===== src/rtl/rst_seq_pkg.sv =====
// Shared definitions for the reset sequencer: state encoding, parameter
// defaults and the next-state-to-output decode.
package rst_seq_pkg;

  localparam int unsigned DEF_HOLD_CYCLES  = 16;
  localparam int unsigned DEF_STAGE_GAP    = 8;
  localparam int unsigned DEF_LOCK_TIMEOUT = 1024;
  localparam int          CNT_W            = 16;

  typedef enum logic [2:0] {
    ST_HOLD       = 3'd0,
    ST_WAIT_LOCK  = 3'd1,
    ST_REL_CORE   = 3'd2,
    ST_REL_PERIPH = 3'd3,
    ST_REL_LASER  = 3'd4,
    ST_RUN        = 3'd5,
    ST_FAULT      = 3'd6
  } rst_state_e;

  typedef struct packed {
    logic core_n;
    logic periph_n;
    logic laser_n;
    logic done;
    logic fault;
  } rst_outs_t;

  // Release levels are cumulative, so the outputs can never leave out of order.
  function automatic rst_outs_t decode_outs(input rst_state_e st);
    rst_outs_t o;
    o = '0;
    case (st)
      ST_REL_CORE:   o.core_n = 1'b1;
      ST_REL_PERIPH: begin
        o.core_n   = 1'b1;
        o.periph_n = 1'b1;
      end
      ST_REL_LASER:  begin
        o.core_n   = 1'b1;
        o.periph_n = 1'b1;
        o.laser_n  = 1'b1;
      end
      ST_RUN:        begin
        o.core_n   = 1'b1;
        o.periph_n = 1'b1;
        o.laser_n  = 1'b1;
        o.done     = 1'b1;
      end
      ST_FAULT:      o.fault = 1'b1;
      default:       o = '0;
    endcase
    return o;
  endfunction

endpackage


===== src/rtl/sync2.sv =====
// Two-flop synchronizer for a single asynchronous level, cleared by rstn.
module sync2 (
  input  logic clk,
  input  logic rstn,
  input  logic d,
  output logic q
);

  logic [1:0] sync_q;

  always_ff @(posedge clk or negedge rstn) begin
    if (!rstn) begin
      sync_q <= '0;
    end else begin
      sync_q <= {sync_q[0], d};
    end
  end

  assign q = sync_q[1];

endmodule


===== src/rtl/rst_sequencer.sv =====
// Power-up reset sequencer: holds all resets, waits for PLL lock, then
// releases core, peripheral and laser resets in order with a fixed gap.
module rst_sequencer
  import rst_seq_pkg::*;
#(
  parameter int unsigned HOLD_CYCLES  = DEF_HOLD_CYCLES,
  parameter int unsigned STAGE_GAP    = DEF_STAGE_GAP,
  parameter int unsigned LOCK_TIMEOUT = DEF_LOCK_TIMEOUT
) (
  input  logic       clk,
  input  logic       rstn,
  input  logic       pll_lock,
  input  logic       fault_in,
  input  logic       sw_reset_req,
  output logic       rst_core_n,
  output logic       rst_periph_n,
  output logic       rst_laser_n,
  output logic       seq_done,
  output logic       seq_fault,
  output logic [2:0] seq_state
);

  logic lock_s;
  logic fault_s;

  sync2 u_sync_lock (
    .clk  (clk),
    .rstn (rstn),
    .d    (pll_lock),
    .q    (lock_s)
  );

  sync2 u_sync_fault (
    .clk  (clk),
    .rstn (rstn),
    .d    (fault_in),
    .q    (fault_s)
  );

  rst_state_e       state_q, state_d;
  logic [CNT_W-1:0] cnt_q, cnt_d;
  rst_outs_t        outs_q, outs_d;

  logic expired;
  logic lock_lost;
  logic restart;

  function automatic logic [CNT_W-1:0] load_val(input rst_state_e st);
    logic [CNT_W-1:0] v;
    case (st)
      ST_HOLD:       v = CNT_W'(HOLD_CYCLES);
      ST_WAIT_LOCK:  v = CNT_W'(LOCK_TIMEOUT);
      ST_REL_CORE,
      ST_REL_PERIPH,
      ST_REL_LASER:  v = CNT_W'(STAGE_GAP);
      default:       v = '0;
    endcase
    return v;
  endfunction

  always_comb begin
    state_d   = state_q;
    restart   = 1'b0;
    expired   = (cnt_q <= CNT_W'(1));
    lock_lost = 1'b0;

    case (state_q)
      ST_HOLD:       if (expired) state_d = ST_WAIT_LOCK;
      ST_WAIT_LOCK: begin
        if (lock_s)       state_d = ST_REL_CORE;
        else if (expired) state_d = ST_FAULT;
      end
      ST_REL_CORE:   if (expired) state_d = ST_REL_PERIPH;
      ST_REL_PERIPH: if (expired) state_d = ST_REL_LASER;
      ST_REL_LASER:  if (expired) state_d = ST_RUN;
      default:       state_d = state_q;
    endcase

    case (state_q)
      ST_REL_CORE, ST_REL_PERIPH, ST_REL_LASER, ST_RUN: lock_lost = !lock_s;
      default:                                          lock_lost = 1'b0;
    endcase

    // Fault outranks restart requests; FAULT itself only leaves via rstn.
    if (state_q != ST_FAULT && (sw_reset_req || lock_lost)) begin
      state_d = ST_HOLD;
      restart = 1'b1;
    end
    if (fault_s) begin
      state_d = ST_FAULT;
      restart = 1'b0;
    end

    if (restart || state_d != state_q) begin
      cnt_d = load_val(state_d);
    end else if (cnt_q != '0) begin
      cnt_d = cnt_q - CNT_W'(1);
    end else begin
      cnt_d = cnt_q;
    end

    outs_d = decode_outs(state_d);
  end

  always_ff @(posedge clk or negedge rstn) begin
    if (!rstn) begin
      state_q <= ST_HOLD;
      cnt_q   <= CNT_W'(HOLD_CYCLES);
      outs_q  <= '0;
    end else begin
      state_q <= state_d;
      cnt_q   <= cnt_d;
      outs_q  <= outs_d;
    end
  end

  assign rst_core_n   = outs_q.core_n;
  assign rst_periph_n = outs_q.periph_n;
  assign rst_laser_n  = outs_q.laser_n;
  assign seq_done     = outs_q.done;
  assign seq_fault    = outs_q.fault;
  assign seq_state    = state_q;

endmodule


===== config.mk =====
export PLATFORM = sky130hd
export DESIGN_NAME = rst_sequencer
export DESIGN_NICKNAME = d
export VERILOG_FILES = /design/src/rtl/rst_seq_pkg.sv /design/src/rtl/sync2.sv /design/src/rtl/rst_sequencer.sv
export SDC_FILE = /design/constraint.sdc
export NUM_CORES = 1
export LEC_CHECK = 0
export CAP_MARGIN = 20
export CELL_PAD_IN_SITES_DETAIL_PLACEMENT = 1
export CELL_PAD_IN_SITES_GLOBAL_PLACEMENT = 1
export CORE_ASPECT_RATIO = 1.1
export CORE_MARGIN = 2
export CORE_UTILIZATION = 30
export CTS_BUF_LIST = sky130_fd_sc_hd__clkbuf_16
export CTS_CLUSTER_SIZE = 30
export DETAILED_ROUTE_END_ITERATION = 8
export DONT_BUFFER_PORTS = 1
export PLACE_DENSITY_LB_ADDON = 0.1
export SLEW_MARGIN = 20
export SYNTH_ARGS = -nofsm -noshare
export SYNTH_HDL_FRONTEND = slang
export SYNTH_HIERARCHICAL = 1
export SYNTH_SLANG_ARGS = --single-unit

===== constraint.sdc =====
create_clock -name clk -period 2.9 [get_ports clk]
set_clock_uncertainty 0.1 [all_clocks]
set_input_delay 0.435 -clock clk [delete_from_list [all_inputs] [get_ports clk]]
set_output_delay 0.435 -clock clk [all_outputs]
set_load 0.02 [all_outputs]

# Yosys cells after proc, flatten, opt, wreduce, memory -nomap -nowiden
# Index checks and enable logic that the tools add are counted.
# word_totals
ff_bits	28
latchBits	0
ram_bits	0
rom_bits	0
input_bits	5
output_inout_bits	8
word_cells	57
memories	0
# op_classes
n_addsub	1
multipliers	0
n_div	0
magnitude_cmp	1
n_eq_ne	13
n_shift	0
n_mux	20
bitwise	0
reduce_logical	13
# ops
cell	n
$pmux W11 S3	1
$mux W16	2
$mux W3	8
$le A16 B1 Y1 const B	1
$reduce_bool A16 Y1	1
$sub A16 B1 Y16 const B	1
$eq A3 B3 Y1 const B	5
$pmux W3 S5	1
$eq A3 B2 Y1 const B	4
$mux W1	8
$reduce_or A4 Y1	2
$eq A3 B1 Y1 const B	2
$logic_not A3 Y1	2
$reduce_or A3 Y1	2
$ne A3 B3 Y1	1
$ne A3 B3 Y1 const B	1
$logic_or A1 B1 Y1	2
$reduce_bool A2 Y1	1
$reduce_or A2 Y1	1
$logic_and A1 B1 Y1	1
$logic_not A1 Y1	1

# Depth between registers and ports, before layout
# Gate-level depths: netlist of the first run.
# logic_depth
word_depth	11
mapped_depth	9
ltp_nobuf	9

# Hierarchy
# The synthesis of the first run kept the hierarchy.
# by_module_without_submodules
module	instances	cells_per_inst	area_each_um2	seq_area_each_um2
rst_sequencer	1	150	1423.9	601.8
sync2	2	2	50.0	50.0

# Least setup slack after synthesis of the first run
# OpenSTA, ideal clock, no wires.
# synth_path
path_kind	register -> register
from	register cnt_q[14]
to	register cnt_q[3]
setup_time_ns	0.159
arrival_ns	1.966
t_required_ns	2.641
slack_ns	0.675
path_stages_with_launch	7
n_path_buf	0
period_less_slack_ns	2.225
path_cell_list	dfrtp_1 > or4_4 > nor4b_4 > a21boi_0 > o211a_1 > a211oi_1 > a311oi_1
# synth_between
elab_chain_cells	10
elab_cells_between_ends	22
cone_classes	order compare: 1; eq/ne: 5; mux: 11; reduce/logical: 5
# synth_lines
item	line_no	text
start: declaration	rst_sequencer.sv:41	logic [CNT_W-1:0] cnt_q, cnt_d;
start signal: assignment	rst_sequencer.sv:108	cnt_q <= CNT_W'(HOLD_CYCLES);
start signal: assignment	rst_sequencer.sv:112	cnt_q <= cnt_d;
$le A16 B1 Y1	rst_sequencer.sv:64	expired = (cnt_q <= CNT_W'(1));
$mux W3	rst_sequencer.sv:71	else if (expired) state_d = ST_FAULT;
$mux W3	rst_sequencer.sv:70	if (lock_s) state_d = ST_REL_CORE;
$pmux W3 S5	rst_sequencer.sv:67	case (state_q)
$mux W3	rst_sequencer.sv:85	if (state_q != ST_FAULT && (sw_reset_req || lock_lost)) begin
$mux W3	rst_sequencer.sv:89	if (fault_s) begin
$eq A3 B3 Y1 / $eq A3 B2 Y1 (equally long branches)	rst_sequencer.sv:50	case (st)
$reduce_or A3 Y1	rst_sequencer.sv:50	
$pmux W11 S3	rst_sequencer.sv:50	
$mux W16	rst_sequencer.sv:94	if (restart || state_d != state_q) begin
# Several ways; a longest one is shown, not always the timed one.
# A chain may end at the register's enable or synchronous reset.

# Worst setup path in the final report of the first run
# layout_path
from	register cnt_q[12]
to	register cnt_q[2]
# layout_between
elab_chain_cells	9
elab_cells_between_ends	15
cone_classes	order compare: 1; eq/ne: 1; mux: 10; reduce/logical: 3
# layout_lines
item	line_no
$le A16 B1 Y1	rst_sequencer.sv:64
$mux W3	rst_sequencer.sv:71
$mux W3	rst_sequencer.sv:70
$pmux W3 S5	rst_sequencer.sv:67
$mux W3	rst_sequencer.sv:85
$mux W3	rst_sequencer.sv:89
$ne A3 B3 Y1	rst_sequencer.sv:94
$logic_or A1 B1 Y1	rst_sequencer.sv:94
$mux W16 / $reduce_bool A2 Y1 (equally long branches)	n/a
# Several ways; a longest one is shown, not always the timed one.

==> results.sh, run 1 <==
export IMPL_status="finished clean"
export IMPL_drc=0
export IMPL_yosys_most_used_dff="dfrtp_1"
export IMPL_fin_area_um2=1722
export IMPL_layout_commonest_cell="dfrtp_1"
export IMPL_grt_pass1_wl_um=6479
export IMPL_numCtsBuffers=3
export IMPL_fin_nets=165
export IMPL_cts_root_buf="clkbuf_16"
export IMPL_area_growth_pct=12.97
export IMPL_arrival_ns=2.69
export IMPL_maxCapViolations=0
export IMPL_vias=1143
export IMPL_cts_setup_buffers=0
export IMPL_start_kind="register"
export IMPL_ff2ff_setup_slack_ns=0.26
export IMPL_ys_types=44
export IMPL_end_kind="register"
export IMPL_syn_area_um2=1524
export IMPL_synth_seq_cells=28
export IMPL_timing_rr_start="cnt_q[12]$_DFFE_PN0P_"
export IMPL_cts_sinks=28
export IMPL_period_minus_slack_ns=2.640
export IMPL_pre_cts_ws_ns=0.2948
export IMPL_reg2reg_to="cnt_q[2]$_DFFE_PN0P_"
export IMPL_synth_edff_count=0
export IMPL_power_leakage_nw=0.7540
export IMPL_io_pins=13
export IMPL_core_area_um2=4966
export IMPL_ys_warn_count=6
export IMPL_initial_core_util_pct=30.69
export IMPL_finalSetupViolations=0
export IMPL_gp_congestion=0.7593
export IMPL_crit_fanout=10
export IMPL_rsz0062_at_grt="no"
export IMPL_clockBufferDepth=2
export IMPL_drtPass1Iterations=4
export IMPL_rows=27
export IMPL_yosysSeqAreaShare_pct=46.06
export IMPL_hold_violations=0
export IMPL_slew_headroom_pct=61.30
export IMPL_ff2ff_path_depth=6
export IMPL_drive_above_1_share_pct=12.82
export IMPL_grtUsageTotal_pct=14.62
export IMPL_slew_viol_final=0
export IMPL_seqCellArea_um2=701.9
export IMPL_p_per_area_nw_per_um2=1050
export IMPL_crit_required_ns=2.95
export IMPL_max_freq_mhz=378.8
export IMPL_antennaDiodeCount=0
export IMPL_cts_tree="done"
export IMPL_totalWireLength_um=3762
export IMPL_async_flop_share_pct=100.0
export IMPL_post_route_period_util_pct=91.03
export IMPL_avgRoutedWirePerCell_um=17.58
export IMPL_layout_setup_ws_ns=0.2601
export IMPL_hold_class="in2reg"
export IMPL_htreeDepth=1
export IMPL_io_buffers=0
export IMPL_dp_hpwl_um=2804
export IMPL_overflow=0
export IMPL_syn_inst=154
export IMPL_grt_max_degree=29
export IMPL_clk_pin_slew_worst_paths_ns=0.07
export IMPL_ant_nets=0
export IMPL_fp_dieH_um=78.75
export IMPL_grt_pass1_vias=1264
export IMPL_layout_common_cells="dfrtp_1 (27), nor2_1 (22), inv_1 (7), nand2_1 (7), xnor2_1 (7)"
export IMPL_fin_setup_tns_ns=0
export IMPL_placed_cell_area_um2=1587
export IMPL_multi_input_area_um2=763.2
export IMPL_ir_worst_vdd_mv=0.4917
export IMPL_antenna_found_initial=0
export IMPL_insertion_delay_ns=0.26
export IMPL_via_per_inst=5.341
export IMPL_drt_iter0_markers=44
export IMPL_fill_cells=574
export IMPL_synth_nets=162
export IMPL_dieArea_um2=5666
export IMPL_crit_type="reg2reg"
export IMPL_cp_endpoint="cnt_q[2]$_DFFE_PN0P_"
export IMPL_p_total_w=0.001808
export IMPL_die_w_um=71.96
export IMPL_tightestPinTransition_ns=0.5805
export IMPL_crit_start="cnt_q[12]$_DFFE_PN0P_"
export IMPL_avgSynthCellArea_um2=9.896
[registers in the layout, indices dropped and copies added (netlist names)]
| signal | count |
|---|---|
| cnt_q | 16 |
| seq_state | 3 |
| u_sync_fault/sync_q | 2 |
| u_sync_lock/sync_q | 2 |
| rst_core_n | 1 |
| rst_laser_n | 1 |
| rst_periph_n | 1 |
| seq_done | 1 |
| seq_fault | 1 |
[per-layer routing]
layer  GRT usage [%]  routed length, µm  vias to the layer above
li1                -                  -                      553
met1           18.25               1636                      580
met2           26.85               2036                        8
met3           2.284                 70                        2
met4           2.264                 19                        0
met5               0                  0                        -
[where the power goes]
group	leakage, nW	switching, W	internal, W
logic	0.345	0.000428	0.000330
registers	0.358	0.000146	0.000496
clock network	0.0511	0.000134	0.000275
[layout make-up]
type	instances	share of cell area (%)
Sequential cell	28	40.77
Clock buffer	3	4.360
Tap cell	58	4.215
Multi-Input combinational cell	112	44.33
Inverter	7	1.526
Timing Repair Buffer	5	3.052
Clock inverter	1	1.744
[worst max-delay path: stages, from the launching register on]
cell and delay (ns):
dfrtp_1 0.42, or4_4 0.55, nor4b_4 0.46, a21boi_0 0.26, o211ai_2 0.42, buf_4 0.25
nor3_1 0.07
[how the worst min path moves through the flow]
stage,from,end,cells after the start
after floorplan,rstn,cnt_q[0]$_DFFE_PN0P_,0
after global placement,rstn,cnt_q[2]$_DFFE_PN0P_,0
after detailed placement,rstn,cnt_q[2]$_DFFE_PN0P_,0
after CTS,pll_lock,u_sync_lock/sync_q[0]$_DFF_PN0_,0
after global routing,pll_lock,u_sync_lock/sync_q[0]$_DFF_PN0_,0
final,pll_lock,u_sync_lock/sync_q[0]$_DFF_PN0_,0
[Yosys cell counts (4+ instances only)]
library cell,number,area (µm²)
xor2_1,6,52.55
nor3_1,6,30.03
nor2_1,22,82.58
inv_1,7,26.28
or3_1,5,31.28
dfrtp_1,27,675.7
nand3_1,4,20.02
nor2b_1,4,25.02
xnor2_1,7,61.31
o21ai_0,4,20.02
clkbuf_1,4,15.01
a21oi_1,5,25.02
nand2_1,7,26.28
or4_1,4,30.03
[stage by stage]
step / hold WS, ns / utilization (%) / std cells
3_3_place_gp: 0.04026 / 31.95 / 208
4_1_cts: 0.09408 / 34.67 / 214
3_5_place_dp: 0.04037 / 31.95 / 208
6_report: 0.09847 / 34.67 / 214
5_1_grt: 0.08692 / 34.67 / 214
2_1_floorplan: 0.03941 / - / 154
[logic make-up after synthesis]
logic type | share of synthesized area [%]
flip-flops | 46.06
buffers and inverters | 3.859
AO/OA/AOI/OAI | 14.94
XOR/XNOR | 7.471
adder cells (fa/ha/maj) | 2.463
AND/OR/NAND/NOR | 25.21
[timing repair]
action,in CTS,in global routing
hold buffers,2,0
gates resized for setup,0,0
hold endpoints to repair,28,0
(Power assumes the default switching activity.)
==> inputs of run 2 (changes only) <==
--- a/config.mk
+++ b/config.mk
@@ -7,3 +7,3 @@
 export LEC_CHECK = 0
-export CAP_MARGIN = 20
+export CAP_MARGIN = 5
 export CELL_PAD_IN_SITES_DETAIL_PLACEMENT = 1
@@ -11,3 +11,3 @@
 export CORE_ASPECT_RATIO = 1.1
-export CORE_MARGIN = 2
+export CORE_MARGIN = 5
 export CORE_UTILIZATION = 30
--- a/constraint.sdc
+++ b/constraint.sdc
@@ -4,2 +4,2 @@
 set_output_delay 0.435 -clock clk [all_outputs]
-set_load 0.02 [all_outputs]
+set_load 0.01 [all_outputs]
==> run 2 against run 1 <==
Combinational power decreased by 1%. Largest power group unchanged. Sequential share of layout area increased by 0.18 points. Critical endpoint is now cnt_q[1]$_DFFE_PN0P_. Via count increased by 0.61%. Worst hold slack got worse by 0.0017 ns. Highest routed layer unchanged. Clock-buffer cell count unchanged. Setup slack improved by 0.039 ns. Maximum frequency increased by 1.5%. Cell area decreased by 0.44%. Routed wire length decreased by 1.9%. Die area increased by 17%.
==> results.sh, run 2 (same netlist as run 1, synthesis figures left out) <==
export IMPL_ff2ff_path_depth=6
export IMPL_ir_worst_vdd_mv=0.4089
export IMPL_slew_headroom_pct=66.80
export IMPL_largest_register="cnt_q"
export IMPL_antennaDiodeCount=0
export IMPL_drtPass1Iterations=4
export IMPL_hold_violations=0
export IMPL_core_area_um2=4966
export IMPL_clockBufferDepth=2
export IMPL_rsz0062_at_grt="no"
export IMPL_rows=27
export IMPL_io_buffers=0
export IMPL_dieArea_um2=6607
export IMPL_period_minus_slack_ns=2.601
export IMPL_arrival_ns=2.64
export IMPL_cts_root_buf="clkbuf_16"
export IMPL_drive_above_1_share_pct=12.26
export IMPL_hold_depth=0
export IMPL_die_w_um=77.96
export IMPL_end_kind="register"
export IMPL_fin_nets=164
export IMPL_final_cells=213
export IMPL_max_freq_mhz=384.5
export IMPL_dp_cells=207
export IMPL_slew_viol_final=0
export IMPL_grt_pass1_vias=1227
export IMPL_cts_resized=0
export IMPL_finalSetupViolations=0
export IMPL_met3WireLength_um=130
export IMPL_drt_iter0_markers=41
export IMPL_layout_common_cells="dfrtp_1 (27), nor2_1 (22), inv_1 (7), nand2_1 (7), xnor2_1 (7)"
export IMPL_dp_hpwl_um=2822
export IMPL_clk_pin_slew_worst_paths_ns=0.07
export IMPL_power_leakage_nw=0.7485
export IMPL_hold_class="in2reg"
export IMPL_wl_met1_um=1554
export IMPL_htreeDepth=1
export IMPL_grtUsageTotal_pct=11.86
export IMPL_initial_core_util_pct=30.69
export IMPL_crit_required_ns=2.94
export IMPL_maxCapViolations=0
export IMPL_wl_met2_um=1963
export IMPL_hold_slack_ns=0.09676
export IMPL_cts_sinks=28
export IMPL_totalWireLength_um=3689
export IMPL_fin_util_pct=34.52
export IMPL_antenna_found_initial=0
export IMPL_via_per_inst=5.399
export IMPL_p_per_area_nw_per_um2=1042
export IMPL_status="finished clean"
export IMPL_area_growth_pct=12.48
export IMPL_fp_dieH_um=84.75
export IMPL_grt_pass1_wl_um=6327
export IMPL_fin_setup_tns_ns=0
export IMPL_insertion_delay_ns=0.26
export IMPL_routed_top_layer="met4"
export IMPL_pre_cts_ws_ns=0.3086
export IMPL_drc=0
export IMPL_gp_congestion=0.7512
export IMPL_tightestPinTransition_ns=0.4980
export IMPL_ant_nets=0
export IMPL_largest_reg_flops=16
export IMPL_layout_setup_ws_ns=0.2991
export IMPL_layout_commonest_cell="dfrtp_1"
export IMPL_postCtsHoldBufs=2
export IMPL_numCtsBuffers=3
export IMPL_post_route_period_util_pct=89.69
export IMPL_start_kind="register"
export IMPL_vias=1150
export IMPL_overflow=0
export IMPL_avgRoutedWirePerCell_um=17.32
export IMPL_grt_max_degree=29
export IMPL_cts_setup_buffers=0
export IMPL_crit_fanout=10
export IMPL_cts_tree="done"
export IMPL_io_pins=13
export IMPL_crit_type="reg2reg"
-- run 2: power breakdown --
| group | internal [W] | switching (W) | leakage (nW) |
|---|---|---|---|
| combinational | 0.000328 | 0.000418 | 0.339 |
| clock | 0.000275 | 0.000136 | 0.0511 |
| sequential | 0.000497 | 0.000133 | 0.358 |
-- run 2: worst max-delay path: stages, from the launching register on --
cell      delay (ns)
dfrtp_1         0.42
or4_4           0.55
nor4b_4         0.46
a21boi_0        0.24
o211ai_2        0.40
buf_4           0.25
a211oi_1        0.06
-- run 2: metal layers --
| layer | vias up | track usage (%) |
|---|---|---|
| li1 | 551 | - |
| met1 | 581 | 14.53 |
| met2 | 14 | 20.65 |
| met3 | 4 | 2.897 |
| met4 | 0 | 3.072 |
| met5 | - | 0 |
-- run 2: through the flow --
step / cell area [µm²] / power (W)
after CTS: 1714 / 0.001816
after detailed placement: 1579 / 0.001380
after floorplan: 1524 / 0.001199
final: 1714 / 0.001787
after global placement: 1579 / 0.001364
after global routing: 1714 / 0.001920
-- run 2: path summary, 6_finish.rpt --
path,from,to,slack (ns)
min,fault_in,u_sync_fault/sync_q[0]$_DFF_PN0_,0.1
max reg2reg,cnt_q[12]$_DFFE_PN0P_,cnt_q[1]$_DFFE_PN0P_,0.30
min reg2reg,u_sync_lock/sync_q[0]$_DFF_PN0_,u_sync_lock/sync_q[1]$_DFF_PN0_,0.25
min in group asynchronous,rstn,cnt_q[15]$_DFFE_PN0P_,0.50
max in group asynchronous,rstn,cnt_q[4]$_DFFE_PN1P_,1.97
max,cnt_q[12]$_DFFE_PN0P_,cnt_q[1]$_DFFE_PN0P_,0.30
-- run 2: layout make-up --
cell class | instances | area, µm²
clock buffer | 3 | 75.07
multi-input combinational | 112 | 763.2
timing repair buffer | 4 | 45.04
clock inverter | 1 | 30.03
tap | 58 | 72.57
inverter | 7 | 26.28
sequential | 28 | 701.9
fill | 552 | 3252
